<file path="src/rtl/ddr2_phy_lane_seq.sv">
// DDR2 data-lane sequencer: turns single-cycle write/read burst starts into
// registered pad controls (DQ/DQS/DQS#/DM, TS, RI) and read-data capture.
// Ports:
//   clk, reset            clock and async active-high reset
//   wr_start, rd_start    burst requests
//   wl, rl                write/read latency
//   wr_data, wr_mask      write beat and byte mask, taken on data_req
//   data_req              write beat request, one cycle ahead of drive
//   busy, cmd_drop        burst in progress / start ignored pulse
//   ts_o, ri_o            pad output enable / receive enable
//   dq_o, dqs_o           pad data and strobe drive
//   dqsbar_o, dm_o        inverted strobe and mask drive
//   dq_i                  pad receive data
//   rd_data, rd_valid     captured read beat
module ddr2_phy_lane_seq #(
  parameter int DQ_WIDTH  = 16,
  parameter int DQS_WIDTH = DQ_WIDTH / 8,
  parameter int BL        = 4,
  parameter int LAT_W     = 4
) (
  input  logic                 clk,
  input  logic                 reset,
  input  logic                 wr_start,
  input  logic                 rd_start,
  input  logic [LAT_W-1:0]     wl,
  input  logic [LAT_W-1:0]     rl,
  input  logic [DQ_WIDTH-1:0]  wr_data,
  input  logic [DQS_WIDTH-1:0] wr_mask,
  output logic                 data_req,
  output logic                 busy,
  output logic                 cmd_drop,
  output logic                 ts_o,
  output logic                 ri_o,
  output logic [DQ_WIDTH-1:0]  dq_o,
  output logic [DQS_WIDTH-1:0] dqs_o,
  output logic [DQS_WIDTH-1:0] dqsbar_o,
  output logic [DQS_WIDTH-1:0] dm_o,
  input  logic [DQ_WIDTH-1:0]  dq_i,
  output logic [DQ_WIDTH-1:0]  rd_data,
  output logic                 rd_valid
);

  localparam int LMAX = 1 << LAT_W;
  localparam int SPAN = (BL > LMAX) ? BL : LMAX;
  localparam int CW   = (SPAN > 2) ? $clog2(SPAN) : 1;

  localparam logic [CW-1:0] ONE  = 1;
  localparam logic [CW-1:0] LAST = CW'(BL - 1);

  typedef enum logic [2:0] {
    IDLE,
    WR_WAIT,
    WR_PRE,
    WR_BURST,
    WR_POST,
    RD_WAIT,
    RD_BURST
  } state_t;

  state_t        state;
  state_t        state_n;
  logic [CW-1:0] cnt;
  logic [CW-1:0] cnt_n;

  logic ts_n;
  logic ri_n;
  logic req_n;
  logic busy_n;
  logic drop_n;
  logic dqs_n;

  // Latency phases count down from lat-1 to 0; burst phases count
  // beats up from 0 to BL-1. The same counter serves both.
  always_comb begin
    state_n = state;
    cnt_n   = cnt;
    unique case (state)
      IDLE: begin
        if (wr_start) begin
          state_n = (wl == '0) ? WR_PRE : WR_WAIT;
          cnt_n   = CW'(wl) - ONE;
        end else if (rd_start) begin
          state_n = (rl == '0) ? RD_BURST : RD_WAIT;
          cnt_n   = (rl == '0) ? '0 : CW'(rl) - ONE;
        end
      end
      WR_WAIT: begin
        if (cnt == '0) state_n = WR_PRE;
        else           cnt_n   = cnt - ONE;
      end
      WR_PRE: begin
        state_n = WR_BURST;
        cnt_n   = '0;
      end
      WR_BURST: begin
        if (cnt == LAST) state_n = WR_POST;
        else             cnt_n   = cnt + ONE;
      end
      WR_POST: begin
        state_n = IDLE;
      end
      RD_WAIT: begin
        if (cnt == '0) state_n = RD_BURST;
        else           cnt_n   = cnt - ONE;
      end
      RD_BURST: begin
        if (cnt == LAST) state_n = IDLE;
        else             cnt_n   = cnt + ONE;
      end
      default: begin
        state_n = IDLE;
        cnt_n   = '0;
      end
    endcase
  end

  // Outputs are decoded from the next state so that, once registered,
  // they line up with the state they describe.
  always_comb begin
    ts_n   = (state_n == WR_PRE) || (state_n == WR_BURST) ||
             (state_n == WR_POST);
    ri_n   = (state_n == RD_BURST);
    busy_n = (state_n != IDLE);
    req_n  = (state_n == WR_PRE) ||
             ((state_n == WR_BURST) && (cnt_n != LAST));
    dqs_n  = (state_n == WR_BURST) && !cnt_n[0];
    drop_n = (state != IDLE) ? (wr_start | rd_start)
                             : (wr_start & rd_start);
  end

  always_ff @(posedge clk or posedge reset) begin
    if (reset) begin
      state    <= IDLE;
      cnt      <= '0;
      ts_o     <= 1'b0;
      ri_o     <= 1'b0;
      busy     <= 1'b0;
      data_req <= 1'b0;
      cmd_drop <= 1'b0;
      dqs_o    <= '0;
      dq_o     <= '0;
      dm_o     <= '0;
      rd_data  <= '0;
      rd_valid <= 1'b0;
    end else begin
      state    <= state_n;
      cnt      <= cnt_n;
      ts_o     <= ts_n;
      ri_o     <= ri_n;
      busy     <= busy_n;
      data_req <= req_n;
      cmd_drop <= drop_n;
      dqs_o    <= {DQS_WIDTH{dqs_n}};
      // Beat taken in a data_req cycle drives the pads next cycle;
      // the last beat is held through the postamble.
      if (data_req) begin
        dq_o <= wr_data;
        dm_o <= wr_mask;
      end
      rd_valid <= (state == RD_BURST);
      if (state == RD_BURST) rd_data <= dq_i;
    end
  end

  assign dqsbar_o = ~dqs_o;

endmodule

</file>
<file path="config.mk">
export PLATFORM = sky130hd
export DESIGN_NAME = ddr2_phy_lane_seq
export DESIGN_NICKNAME = d
export VERILOG_FILES = /design/src/rtl/ddr2_phy_lane_seq.sv
export SDC_FILE = /design/constraint.sdc
export NUM_CORES = 1
export LEC_CHECK = 0
export ABC_AREA = 0
export CORE_AREA = 2 2 78 80
export CTS_CLUSTER_DIAMETER = 30
export DETAILED_ROUTE_END_ITERATION = 10
export DIE_AREA = 0 0 80 82
export GPL_ROUTABILITY_DRIVEN = 0
export PLACE_DENSITY = 0.82
export SETUP_SLACK_MARGIN = 0.1
export SLEW_MARGIN = 20
export SYNTH_ARGS = -nofsm -noshare
export SYNTH_HDL_FRONTEND = slang
export SYNTH_SLANG_ARGS = --single-unit
</file>
<file path="constraint.sdc">
create_clock -name clk -period 2.3 [get_ports clk]
set_clock_uncertainty 0.2 [all_clocks]
set_input_delay 0.46 -clock clk [delete_from_list [all_inputs] [get_ports clk]]
set_output_delay 0.46 -clock clk [all_outputs]
set_load 0.05 [all_outputs]
</file>
Word-level counts from Yosys, hierarchy flattened
Cells that the tools add are included.
W data, S select, Z words.
{"block": "word_totals", "romBits": 0, "ramBits": 0, "memories": 0, "inputBits": 46, "elab_cells": 61, "latchBits": 0, "register_bits": 48}
{"block": "classes", "bitwise": 3, "shift": 0, "n_eq_ne": 12, "mul": 0, "n_div": 0, "add_sub_neg": 4, "n_reduce_logical": 14, "n_mux": 16, "order_cmp": 0}
{"op": "$mux W4", "n": 5}
{"op": "$mux W3", "n": 6}
{"op": "$pmux W3 S6", "n": 1}
{"op": "$pmux W4 S4", "n": 1}
{"op": "$eq A3 B3 Y1 const B", "n": 5}
{"op": "$eq A3 B2 Y1 const B", "n": 4}
{"op": "$logic_not A4 Y1", "n": 3}
{"op": "$sub A4 B1 Y4 const B", "n": 3}
{"op": "$reduce_bool A3 Y1", "n": 2}
{"op": "$add A4 B1 Y4 const B", "n": 1}
{"op": "$eq A4 B2 Y1 const B", "n": 1}
{"op": "$mux W2", "n": 2}
{"op": "$ne A4 B2 Y1 const B", "n": 1}
{"op": "$reduce_or A2 Y1", "n": 2}
{"op": "$eq A3 B1 Y1 const B", "n": 1}
{"op": "$logic_not A3 Y1", "n": 1}
{"op": "$logic_or A1 B1 Y1", "n": 3}
{"op": "$logic_and A1 B1 Y1", "n": 2}
{"op": "$not A2 Y2", "n": 1}
{"op": "$and A1 B1 Y1", "n": 1}
{"op": "$logic_not A1 Y1", "n": 1}
{"op": "$mux W1", "n": 1}
{"op": "$or A1 B1 Y1", "n": 1}

Logic depth before layout (Yosys ltp)
Gate-level depths: netlist of the first run.
{"block": "logic_depth", "depth_word": 8, "ltp_mapped": 7, "mapped_depth_nobuf": 7}

Worst setup path after synthesis of the first run
OpenSTA, ideal clock, no wires.
{"block": "synth_path", "path_kind": "in2reg", "startpoint": "input port rl[0]", "endpoint": "register busy", "slack_ns": 0.213, "setup_ns": 0.131, "arrival_ns": 1.756, "required_ns": 1.969, "cell_stages": 7, "cell_sequence": "inv_1 -> ha_1 -> nor3b_1 -> a21oi_1 -> a211oi_1 -> inv_1 -> or3_1"}
{"block": "synth_via", "elab_chain_len": 6}
{"element": "start: declaration", "line_no": "26", "source": "input logic [LAT_W-1:0] rl,"}
{"element": "$logic_not A4 Y1", "line_no": "83", "source": "state_n = (rl == '0) ? RD_BURST : RD_WAIT;"}
{"element": "$mux W2", "line_no": "83"}
{"element": "$mux W3", "line_no": "82", "source": "end else if (rd_start) begin"}
{"element": "$mux W3", "line_no": "79", "source": "if (wr_start) begin"}
{"element": "$pmux W3 S6", "line_no": "77", "source": "unique case (state)"}
{"element": "net state_n[0]", "line_no": "61", "source": "state_t state_n;"}
{"element": "$reduce_bool A3 Y1", "line_no": "123", "source": "busy_n = (state_n != IDLE);"}
{"element": "net busy_n", "line_no": "68", "source": "logic busy_n;"}
{"element": "end signal: assignment", "line_no": "150", "source": "busy <= busy_n;"}
{"element": "end: declaration", "line_no": "30", "source": "output logic busy,"}
The timed path passes the listed nets, and every way through them passes these cells.
A chain may end at the register's enable or synchronous reset.

Worst setup path after layout of the first run
{"block": "layout_path", "startpoint": "register cnt[0]", "endpoint": "register data_req"}
{"block": "layout_via", "elab_chain_len": 6, "word_cells_on_any_way": 19, "classes_between": "2 x add/sub; 4 x eq/ne; 10 x mux; 3 x reduce/logical"}
{"element": "start: declaration", "line_no": "62", "source": "logic [CW-1:0] cnt;"}
{"element": "start signal: assignment", "line_no": "147", "source": "cnt <= cnt_n;"}
{"element": "$add A4 B1 Y4, or another cell as far along", "line_no": "97, 108"}
{"element": "$mux W4, or another cell as far along", "line_no": "96, 107"}
{"element": "$pmux W4 S4 / $pmux W3 S6 (equally long branches)", "line_no": "77"}
{"element": "$ne A4 B2 Y1 / $eq A3 B2 Y1 (equally long branches)", "line_no": "125", "source": "((state_n == WR_BURST) && (cnt_n != LAST));"}
{"element": "$logic_and A1 B1 Y1", "line_no": "125"}
{"element": "$logic_or A1 B1 Y1 *", "line_no": "124", "source": "req_n = (state_n == WR_PRE) ||"}
{"element": "net req_n", "line_no": "67", "source": "logic req_n;"}
{"element": "end signal: assignment", "line_no": "151", "source": "data_req <= req_n;"}
{"element": "end: declaration", "line_no": "29", "source": "output logic data_req,"}
The timed path passes the listed nets; every way through them passes the cells marked *.

==> metrics.yaml, run 1 <==
io_buffers: 89
post-route-min-period_ns: 2.28
cap_violations: 0
fmax_mhz: 438
leakagePower_uw: 0.00168
netlist_instances: 207
synth_flop_cell: "dfrtp_1"
synthToLayoutAreaGrowth_pct: 59.0
clkTransAtPathRegs_ns: 0.09
cts.sinks: 48
rsz0062_at_grt: "yes"
async_flop_share_pct: 100
ir_drop_v: 0.000908
cts_root_buf: "clkbuf_8"
syn-cell-area_mm2: 0.00244
combPwrFrac_pct: 64.3
status: "finished clean"
synth_top_area_cell: "dfrtp_1"
switchingPower_uw: 2850
ant_nets: 0
hold_viol: 0
final_core_util_pct: 67.6
drcViolationCount: 0
internal_power_uw: 3200
wl_per_cell_um: 16.2
tightest_slew_ns: 0.535
std_cell_rows: 28
power_uw: 6050
cp-end-kind: "flop"
grt_busiest_layer: "met2"
nNetsFinal: 382
cp-start-kind: "flop"
power_frac_clock_pct: 10.5
grt_use_met2_pct: 34.4
synth.yosys.warnings: 0
critPathArrivalTime_ns: 2.26
fin_tns_setup_ns: 0
htree_levels: 2
fp.coreArea_mm2: 0.00575
grt_max_degree: 26
grt.total_usage_pct: 19.3
placed_area_mm2: 0.00357
via_per_inst: 5.25
antenna_found_initial: 0
avgSynthCellArea_um2: 11.8
routed_wl_mm: 6.57
hold_buffers: 0
fin_area_mm2: 0.00388
antenna_cells: 0
fillers: 418
maxSlewHeadroom_pct: 64.3
yosysSeqAreaShare_pct: 49.2
die_area_mm2: 0.00656
pwr_density_cell_mw_per_mm2: 1560
synth_edf_count: 0
ys_types: 52
min_path_type: "flop to flop"
criticalPathCategory: "flop to flop"
die_h_um: 82
dieWidth_um: 80
whs_ns: 0.308
route.vias.total: 2125
register_area_mm2: 0.00120
first_pass_iters: 4
ys_top_cells_by_area: "dfrtp_1, mux2_2, ha_1, inv_1, buf_6"
switching_share_pct: 47.1
fin_crit_sh_pct: 99.2
synth_top_area_share_pct: 49.2
critPathRequiredTime_ns: 2.28
overflow: 0
hpwl_mm: 4.74
ys_seq_elements: 48
clock_path_buffers: 2
cp_max_fo: 4
final_common_cell: "clkdlybuf4s50_1"
first_global_vias: 2057
grtUsageMet1_pct: 23.0
drv_slew: 0
cts_tree: "yes"
insertion_delay_ns: 0.30
setup_viol: 0
grt_pass1_wl_mm: 9.85
drive_gt1_share_pct: 34.2
layout_common_cells: "clkdlybuf4s50_1, dfrtp_1, buf_4, mux2_2, inv_1"
syn_nets: 260
multi_input_area_mm2: 0.00120
initial_core_util_pct: 42.5
cts_buffers: 5
grt_util_met3_pct: 4.40
p_seq_share_pct: 25.2
drt-initial-drc-count: 87
io_pins: 90
[power groups by stage]
| stage | combinational [uW] | clock [uW] | sequential [uW] |
|---|---|---|---|
| floorplan | 1210 | 0 | 2680 |
| global placement | 3500 | 0 | 1500 |
| detailed placement | 3550 | 0 | 1540 |
| CTS | 3680 | 639 | 1520 |
| global route | 4090 | 683 | 1570 |
| finish | 3890 | 636 | 1520 |
[layout make-up]
class                   count  share of cell area, %
well taps                  75                   2.42
clock inverters             2                  0.999
inverters                  14                   1.35
repair buffers            127                   31.1
flip-flops and latches     48                   30.9
multi-input cells         133                   31.0
clock buffers               6                   2.13
[registers in the layout, summed over array words and instances (netlist names), 2 cells and up]
register and flops:
cnt 4, dm_o 2, rd_data 16, dq_o 16, state 3
[cells by family after synthesis]
kind of cell,synth area share (%)
AO/OA/AOI/OAI,10.7
adder cells (fa/ha/maj),4.00
flip-flops,49.2
multiplexers,16.1
buffers and inverters,5.95
XOR/XNOR,1.44
AND/OR/NAND/NOR,12.6
[stage by stage]
| step | cells | setup slack (ns) |
|---|---|---|
| 3_3_place_gp | 388 | -0.308 |
| 6_report | 405 | 0.0193 |
| 4_1_cts | 401 | 0.0845 |
| 5_1_grt | 405 | -0.0810 |
| 2_1_floorplan | 207 | 0.213 |
| 3_5_place_dp | 388 | -0.347 |
[cells in the mapped netlist (all sizes together), types with 3 or more instances]
master and number:
a21oi 5, nor3b 3, inv 14, nand3 3, o21ai 5, ha 7, xor2 3, mux2 35
or3b 3, nor3 7, nor2b 3, nor2 8, nand2 8, buf 11, nand2b 5, dfrtp 48
a211oi 3
[metal layers]
metal,routed length (um),part of all wire (%),vias up
met5,0,0,-
met4,138,2.1,0
met3,485,7.4,17
met2,3210,49,105
met1,2740,42,1017
li1,-,-,986
[critical path: stages, from the launching register on]
cell and delay (ns):
dfrtp_1 0.45, inv_2 0.11, ha_4 0.12, or3b_4 0.37
o211ai_1 0.31, buf_4 0.18, a22oi_2 0.06, a221oi_2 0.25
a31oi_1 0.11
[timing repair]
| item | 4_1_cts | 5_1_grt |
|---|---|---|
| pin swaps | 8 | 10 |
| setup buffers | 5 | 4 |
| gates resized for setup | 14 | 21 |
| endpoints found under the setup margin | 7 | 8 |
[path summary, 6_finish.rpt]
| path | from | end | slack [ns] | depth (start not counted) |
|---|---|---|---|---|
| setup / recovery | cnt[0]$_DFF_PP0_ | data_req$_DFF_PP0_ | 0.02 | 8 |
| hold / removal | rd_data[0]$_DFFE_PP0N_ | rd_data[0]$_DFFE_PP0N_ | 0.31 | 1 |
| setup reg to reg | cnt[0]$_DFF_PP0_ | data_req$_DFF_PP0_ | 0.02 | 8 |
| hold reg to reg | rd_data[0]$_DFFE_PP0N_ | rd_data[0]$_DFFE_PP0N_ | 0.31 | 1 |
| max in group asynchronous | reset | state[0]$_DFF_PP0_ | 1.07 | 3 |
| min in group asynchronous | reset | rd_data[5]$_DFFE_PP0N_ | 0.32 | 2 |
No activity file was read; power rests on OpenSTA's default activity.
==> run 2: changes to the inputs <==
--- a/config.mk
+++ b/config.mk
@@ -5,13 +5,12 @@
 export SDC_FILE = /design/constraint.sdc
 export NUM_CORES = 1
 export LEC_CHECK = 0
-export ABC_AREA = 0
-export CORE_AREA = 2 2 78 80
+export CORE_AREA = 2 2 75 77
 export CTS_CLUSTER_DIAMETER = 30
 export DETAILED_ROUTE_END_ITERATION = 10
-export DIE_AREA = 0 0 80 82
+export DIE_AREA = 0 0 77 79
 export GPL_ROUTABILITY_DRIVEN = 0
-export PLACE_DENSITY = 0.82
+export PLACE_DENSITY = 0.87
 export SETUP_SLACK_MARGIN = 0.1
 export SLEW_MARGIN = 20
 export SYNTH_ARGS = -nofsm -noshare
==> constraint.sdc (replaced) <==
create_clock -name clk -period 2.65 [get_ports clk]
set_clock_uncertainty 0.2 [all_clocks]
set_input_delay 0.53 -clock clk [delete_from_list [all_inputs] [get_ports clk]]
set_output_delay 0.53 -clock clk [all_outputs]
set_load 0.05 [all_outputs]
==> run 2 against run 1 <==
Die area fell by 7.3%. Count of clock-buffer cells in the layout did not move. Routed wire length fell by 5.7%. Clock power fell by 14%. Final cell count fell by 7.2%. First-iteration DRC count fell by 17%. Setup slack improved by 0.27 ns. Sequential power fell by 9.9%. Design area fell by 8.2%. Combinational power fell by 24%. Sequential cell count did not move. Critical path type is now input port to flop.
==> metrics.yaml, run 2 (synthesis results as in run 1) <==
fmax_mhz: 424
dieWidth_um: 77  # -3.8%
ir_drop_v: 0.000653  # -28%
p_seq_share_pct: 28.1  # +2.9 points
pwr_density_cell_mw_per_mm2: 1370  # -12%
routed_wl_mm: 6.19  # -5.7%
switchingPower_uw: 2340  # -18%
drive_gt1_share_pct: 22.0  # -12 points
layout_common_cells: "clkdlybuf4s50_1, dfrtp_1, mux2_2, inv_1, buf_4"
clkTransAtPathRegs_ns: 0.08  # about the same
antenna_found_initial: 0  # unchanged
power_uw: 4880  # -19%
initial_core_util_pct: 45.7  # +3.2 points
maxSlewHeadroom_pct: 63.7  # -0.66 points
grt_max_degree: 27  # +3.8%
fillers: 425  # +1.7%
status: "finished clean"
cp-end-kind: "flop"
grt.total_usage_pct: 20.8  # +1.5 points
ant_nets: 0  # unchanged
die_area_mm2: 0.00608  # -7.3%
route.vias.total: 1983  # -6.7%
htree_levels: 2  # unchanged
hold_viol: 0  # unchanged
switching_share_pct: 47.9  # +0.81 points
wl_per_cell_um: 16.5  # +1.6%
cts_tree: "yes"
cp-start-kind: "input port"
critPathRequiredTime_ns: 2.63  # +0.35 ns
internal_power_uw: 2540  # -21%
post-route-min-period_ns: 2.36
insertion_delay_ns: 0.29  # about the same
whs_ns: 0.308  # +0.0000470 ns
final_core_util_pct: 66.7  # -0.84 points
hpwl_mm: 4.81  # +1.5%
fp.coreArea_mm2: 0.00534  # -7.1%
final_cells: 376  # -7.2%
antenna_cells: 0  # unchanged
rsz0062_at_grt: "no"
drv_slew: 0  # unchanged
io_buffers: 89  # unchanged
die_h_um: 79  # -3.7%
std_cell_rows: 27  # -3.6%
cts_buffers: 5  # unchanged
overflow: 0  # unchanged
top_regs: "dq_o (16), rd_data (16), cnt (4)"
leakagePower_uw: 0.00150  # -10%
setup_viol: 0  # unchanged
cp_max_fo: 3  # -1
fin_crit_sh_pct: 89.0
critPathArrivalTime_ns: 2.34  # +0.08 ns
drt-initial-drc-count: 72  # -17%
first_pass_iters: 4  # unchanged
synthToLayoutAreaGrowth_pct: 45.9
fin_tns_setup_ns: 0  # unchanged
via_per_inst: 5.27  # +0.52%
drcViolationCount: 0  # unchanged
first_global_vias: 2000  # -2.8%
tightest_slew_ns: 0.543  # +0.00893 ns
criticalPathCategory: "input port to flop"
dp_cells: 368  # -5.2%
cts.sinks: 48  # unchanged
min_path_type: "flop to flop"
io_pins: 90  # unchanged
cts_setup_buffers: 0  # -5
clock_path_buffers: 2  # unchanged
cts_root_buf: "clkbuf_8"
power_frac_clock_pct: 11.2  # +0.7 points
nNetsFinal: 356  # -6.8%
final_common_cell: "clkdlybuf4s50_1"
cap_violations: 0  # unchanged
combPwrFrac_pct: 60.7  # -3.6 points
grt_pass1_wl_mm: 9.88  # +0.35%
run 2: changes by cell type in the layout (fill, tap and decap cells not counted), sizes merged:
cell           delta
clkdlybuf4s50     +7
dlymetal6s2s      -4
buf              -26
dlygate4sd2       -3
run 2: timing repair:
item,4_1_cts,5_1_grt
endpoints found under the hold margin,0,0
hold buffers,0,0
setup endpoints to repair,0,2
gates resized for setup,0,2
run 2: final cells by class:
| class | instances | area [um^2] | area share, % |
|---|---|---|---|
| multi-input cells | 133 | 1110 | 31.1 |
| flip-flops and latches | 48 | 1200 | 33.7 |
| clock inverters | 2 | 38.8 | 1.09 |
| clock buffers | 6 | 82.6 | 2.32 |
| well taps | 72 | 90.1 | 2.53 |
| inverters | 14 | 52.6 | 1.48 |
| repair buffers | 101 | 991 | 27.8 |
run 2: worst paths after layout:
check	start	end	slack (ns)	cells after the start
max	rl[0]	busy$_DFF_PP0_	0.29	8
min	rd_data[2]$_DFFE_PP0N_	rd_data[2]$_DFFE_PP0N_	0.31	1
max reg2reg	cnt[0]$_DFF_PP0_	data_req$_DFF_PP0_	0.33	7
min reg2reg	rd_data[2]$_DFFE_PP0N_	rd_data[2]$_DFFE_PP0N_	0.31	1
max in group asynchronous	reset	rd_data[9]$_DFFE_PP0N_	1.34	3
min in group asynchronous	reset	dm_o[0]$_DFFE_PP0P_	0.39	2
run 2: layer usage:
layer  wire, um  up-vias  track usage [%]
li1           -      933                -
met1       2540      921             24.8
met2       3020      112             36.7
met3        487       17             5.57
met4        146        0             6.79
met5          0        -                0
run 2: stage by stage:
stage,setup WS [ns],instance area [um^2]
2_1_floorplan,0.493,2440
6_report,0.291,3560
3_5_place_dp,-0.123,3430
5_1_grt,0.104,3560
4_1_cts,0.191,3550
3_3_place_gp,-0.0303,3430
run 2: power by group through the flow:
stage               Sequential, uW  Combinational, uW  Clock (uW)
floorplan                     2320               1050           0
global placement              1340               2890           0
detailed placement            1380               2950           0
CTS                           1370               2970         558
global route                  1420               3100         585
finish                        1370               2960         546
run 2: critical path, cell delays in order:
cell and delay (ns):
clkdlybuf4s50_1 0.42, inv_1 0.08, ha_1 0.17, nor3b_2 0.30, a21oi_1 0.14, a211oi_1 0.30, inv_1 0.09, or3_1 0.31
